[src/rtl/bb_lpf_decim.sv]
// bb_lpf_decim -- accumulate-and-dump low-pass decimator for the baseband
// I/Q pair coming out of the IQ demodulator.
//
// Sums DECIM = 2**LOG2_DECIM consecutive valid samples per channel, then
// emits one scaled (>>> SHIFT), saturated sample pair with a one-cycle
// lpf_rdy strobe. I and Q share phase and control and are dumped together.
//
// Ports:
//   clk        system clock, rising edge
//   resetn     asynchronous active-low reset
//   demod_rdy  input valid qualifier for I_BB/Q_BB
//   I_BB, Q_BB signed baseband samples, IN_W bits
//   lpf_clr    synchronous realign: drop partial block, restart at phase 0
//   I_LP, Q_LP signed decimated samples, OUT_W bits, held between dumps
//   lpf_rdy    one-cycle strobe, I_LP/Q_LP updated this cycle
//   lpf_sat    sticky: some output clipped since reset or lpf_clr
//
// Optional feature: define BB_LPF_ROUND_EN to round half up before the
// shift (adds 2**(SHIFT-1)); undefined gives a plain truncating shift.

module bb_lpf_decim #(
    parameter int IN_W       = 5,
    parameter int LOG2_DECIM = 2,
    parameter int SHIFT      = 2,
    parameter int OUT_W      = 5
) (
    input  logic                    clk,
    input  logic                    resetn,
    input  logic                    demod_rdy,
    input  logic signed [IN_W-1:0]  I_BB,
    input  logic signed [IN_W-1:0]  Q_BB,
    input  logic                    lpf_clr,
    output logic signed [OUT_W-1:0] I_LP,
    output logic signed [OUT_W-1:0] Q_LP,
    output logic                    lpf_rdy,
    output logic                    lpf_sat
);

    localparam int DECIM = 1 << LOG2_DECIM;
    localparam int ACC_W = IN_W + LOG2_DECIM;
    // One guard bit so the rounding offset can never wrap the sum.
    localparam int EXT_W = ACC_W + 1;
    localparam int PH_W  = (LOG2_DECIM > 0) ? LOG2_DECIM : 1;

    localparam logic [PH_W-1:0] PH_LAST = PH_W'(DECIM - 1);
    localparam logic [PH_W-1:0] PH_ONE  = PH_W'(1);

    localparam logic signed [EXT_W-1:0] OUT_MAX = EXT_W'((1 << (OUT_W - 1)) - 1);
    localparam logic signed [EXT_W-1:0] OUT_MIN = EXT_W'(-(1 << (OUT_W - 1)));

`ifdef BB_LPF_ROUND_EN
    localparam int RND_SH = (SHIFT > 0) ? SHIFT - 1 : 0;
    localparam logic signed [EXT_W-1:0] RND = (SHIFT > 0) ? EXT_W'(1 << RND_SH) : '0;
`else
    localparam logic signed [EXT_W-1:0] RND = '0;
`endif

    typedef enum logic {
        IDLE,
        RUN
    } state_t;

    state_t                  state;
    logic signed [ACC_W-1:0] acc_i;
    logic signed [ACC_W-1:0] acc_q;
    logic [PH_W-1:0]         phase;

    logic signed [ACC_W-1:0] sum_i;
    logic signed [ACC_W-1:0] sum_q;
    logic signed [OUT_W-1:0] dump_i;
    logic signed [OUT_W-1:0] dump_q;
    logic                    clip_i;
    logic                    clip_q;
    logic                    dump;

    // Returns {clipped, value}: optional rounding offset, arithmetic shift
    // (floor), then clamp to the signed OUT_W range.
    function automatic logic [OUT_W:0] scale(input logic signed [ACC_W-1:0] s);
        logic signed [EXT_W-1:0] e;
        e = EXT_W'(s) + RND;
        e = e >>> SHIFT;
        if (e > OUT_MAX) begin
            return {1'b1, OUT_MAX[OUT_W-1:0]};
        end else if (e < OUT_MIN) begin
            return {1'b1, OUT_MIN[OUT_W-1:0]};
        end
        return {1'b0, e[OUT_W-1:0]};
    endfunction

    always_comb begin
        sum_i            = acc_i + ACC_W'(I_BB);
        sum_q            = acc_q + ACC_W'(Q_BB);
        {clip_i, dump_i} = scale(sum_i);
        {clip_q, dump_q} = scale(sum_q);
        dump             = demod_rdy &&
                           ((state == IDLE) ? (DECIM == 1) : (phase == PH_LAST));
    end

    // IDLE always holds acc = 0 and phase = 0, so its "load acc = sample,
    // phase = 1" is the same update as RUN's accumulate step; both states
    // share that path and differ only in when a dump is taken.
    always_ff @(posedge clk or negedge resetn) begin
        if (!resetn) begin
            state   <= IDLE;
            acc_i   <= '0;
            acc_q   <= '0;
            phase   <= '0;
            I_LP    <= '0;
            Q_LP    <= '0;
            lpf_rdy <= 1'b0;
            lpf_sat <= 1'b0;
        end else if (lpf_clr) begin
            // Clear beats any concurrent sample or dump; outputs hold.
            state   <= IDLE;
            acc_i   <= '0;
            acc_q   <= '0;
            phase   <= '0;
            lpf_rdy <= 1'b0;
            lpf_sat <= 1'b0;
        end else begin
            lpf_rdy <= 1'b0;
            if (demod_rdy) begin
                state <= RUN;
                if (dump) begin
                    acc_i   <= '0;
                    acc_q   <= '0;
                    phase   <= '0;
                    I_LP    <= dump_i;
                    Q_LP    <= dump_q;
                    lpf_rdy <= 1'b1;
                    lpf_sat <= lpf_sat | clip_i | clip_q;
                end else begin
                    acc_i <= sum_i;
                    acc_q <= sum_q;
                    phase <= phase + PH_ONE;
                end
            end
        end
    end

endmodule
[config.mk]
export PLATFORM = sky130hd
export DESIGN_NAME = bb_lpf_decim
export DESIGN_NICKNAME = d
export VERILOG_FILES = /design/src/rtl/bb_lpf_decim.sv
export SDC_FILE = /design/constraint.sdc
export NUM_CORES = 1
export LEC_CHECK = 0
export ABC_AREA = 1
export BUFFER_PORTS_ARGS = -buffer_cell sky130_fd_sc_hd__buf_4
export CAP_MARGIN = 0
export CORE_AREA = 2 2 52 64
export CTS_CLUSTER_DIAMETER = 200
export DETAILED_ROUTE_END_ITERATION = 7
export DIE_AREA = 0 0 54 66
export GPL_TIMING_DRIVEN = 0
export PLACE_DENSITY = 0.81
export SLEW_MARGIN = 20
export SYNTH_ARGS = -nofsm -noshare
export SYNTH_HDL_FRONTEND = slang
export SYNTH_SLANG_ARGS = --single-unit
[constraint.sdc]
create_clock -name clk -period 4.7 [get_ports clk]
set_input_delay 0.94 -clock clk [delete_from_list [all_inputs] [get_ports clk]]
set_output_delay 0.94 -clock clk [all_outputs]
set_load 0.02 [all_outputs]
==> results.cfg <==
[synth]
ys_warn_count = 0
avgSynthCellArea_sq_um = 7.563
ys_seq_area_frac = 0.4246
syn-cell-area_sq_mm = 0.001709
syn-instance-count = 226
ys_seq_elements = 29
synth.distinct_cells = 17
syn_nets = 255

[routing]
wire_per_inst_um = 12.16
remaining_drc_errors = 0
first_iter_violations = 48
wl_met1_um = 1568
dr.pass1.iters = 4
via_per_inst = 5.075
top_layer = met4
num_vias = 1492
met2_length_um = 1830
wl_met3_um = 132
drt-total-wl_um = 3574
ant_nets = 0

[layout]
fillers = 273
fin_cells = 294
mostFrequentLayoutCells = nand2_1, dfrtp_1, buf_4, nand3_1, inv_1
area.growth.synth_to_final_pct = 16.84
mostFrequentLayoutCell = nand2_1
layout-drive-gt1-share = 0.1667
finalNetCount = 287
multi_input_area_sq_um = 859.6
fin_util = 0.6717
num_antenna_cells = 0
register_area_sq_um = 725.7

[die]
row_count = 22
initial_utilization = 0.5749
die_y_um = 66
ioPinCount = 26
fp.dieArea_sq_mm = 0.003564
dieWidth_um = 54
core_region_area_sq_mm = 0.002973

[setup_path]
r2r_end = Q_LP[2]
cp_data_arrival_time_ps = 2310
rrSetupSlack_ps = 2960
end_kind = flop
cp_max_fo = 3
r2r-start = acc_q[0]
startpoint_type = input pin
ff2ff_path_depth = 7
required_ps = 4910
path_class = input pin to flop

[sta]
rsz0062_at_grt = false
post-route-period-util = 0.4455
skew_ps = 9.713
tightest_slew_ps = 459.5
fin_crit_ps = 2094
relSlewSlack = 0.6926
setup_tns_ps = 0
drv_slew = 0
setup_viol = 0
hold_viol = 0
timing.fmax_mhz = 477.6

[placed_design]
place.port_buffers = 25
placedCellCount = 287
post-dp-hpwl_um = 2629
place_congestion = 0.8105

[cts]
cts_tree = done
cts_buffers = 5
clk_latency_ps = 320
cts_htree_levels = 2
clk_pin_slew_ps = 90
cts_resized = 0
cts_setup_buffers = 0
cts.sinks = 29
hold_buffers = 0
cts.path.max_buffers = 2
ctsRootBufferMaster = clkbuf_4

[power]
leakagePower_nw = 1.191
p_per_area_mw_per_mm2 = 315.1
peakVddDrop_uv = 218.5

[global_route]
grt-ovfl-total = 0
antenna_found_initial = 0
grt_max_degree = 30
grt_usage = 0.2354
grt_pass1_vias = 1381
grt_pass1_wl_um = 6037

[min_path]
holdCritStartpoint = Q_LP[1]
whs_path_depth = 2
worstHoldPathType = flop to flop
holdPathEnd = Q_LP[1]

[flow_run]
drv_cap = 0

[outcome]
status = complete, no violations
==> worst max-delay path: stages <==
cell and delay, ps:
buf_4 110, ha_1 230, fa_1 440, nand3_1 110, nand2_1 80, or2_2 280
nand3_1 70, nand2_1 50
==> how the worst max path moves through the flow <==
stage	from	endpoint	slack [ps]	cells after the start
floorplan	Q_BB[0]	acc_q[4]	2490	7
global placement	Q_BB[0]	Q_LP[2]	2290	8
detailed placement	Q_BB[0]	acc_q[4]	2290	8
CTS	Q_BB[0]	acc_q[4]	2620	8
global route	Q_BB[0]	Q_LP[2]	2540	8
finish	Q_BB[0]	Q_LP[2]	2610	8
==> cells in the mapped netlist <==
master | count | area share
a21oi_1 | 4 | 0.012
nand3_1 | 27 | 0.079
nand4_1 | 4 | 0.015
nor2_2 | 1 | 0.0037
ha_1 | 13 | 0.095
fa_1 | 2 | 0.023
buf_4 | 2 | 0.0088
xnor2_1 | 1 | 0.0051
or2_2 | 4 | 0.015
inv_1 | 23 | 0.051
inv_2 | 3 | 0.0066
buf_6 | 1 | 0.0066
nand3_2 | 1 | 0.0059
nor2_1 | 9 | 0.020
xor2_1 | 2 | 0.010
nand2_1 | 100 | 0.22
dfrtp_1 | 29 | 0.42
==> power breakdown <==
part           internal [mW]  leakage, nW  total, mW  switching [mW]
combinational         0.0746        0.769      0.183           0.109
clock                 0.0705       0.0314      0.154          0.0833
sequential             0.275        0.390      0.292          0.0168
total                  0.421         1.19      0.629           0.209
==> flip-flops by register name, summed over array words and instances, names as in the netlist <==
name     flops
I_LP         5
Q_LP         5
acc_i        7
acc_q        7
lpf_rdy      1
lpf_sat      1
phase        2
state        1
==> area by class of cell <==
type	count	area share
buffer	3	0.01316
clock buffer	7	0.02757
inverter	26	0.04887
multi-input combinational	168	0.4304
sequential	29	0.3634
tap	36	0.02256
timing repair buffer	25	0.09398
==> through the flow <==
step           setup WS, ps  hold WS (ps)  instance area [sq um]  power [mW]
3_3_place_gp           2288         461.1                   1942      0.4727
6_report               2606         484.1                   1997      0.6292
2_1_floorplan          2488         445.9                   1709      0.4216
3_5_place_dp           2289         470.0                   1942      0.4801
5_1_grt                2539         506.3                   1997      0.6754
4_1_cts                2616         489.0                   1997      0.6349
==> per-layer routing <==
layer / track usage / vias to the layer above
met5: 0 / -
met4: 0.08438 / 0
met3: 0.04525 / 6
met2: 0.3933 / 29
met1: 0.2972 / 681
li1: - / 776
==> cells by family after synthesis <==
kind of cell               synth area share
and+or+nand+nor                      0.3572
buffers and inverters               0.07247
DFF                                  0.4246
adders and majority gates            0.1186
AOI/OAI and AO/OA                   0.01171
xor gates and xnor gates            0.01538
No activity file was read; power rests on OpenSTA's default activity.
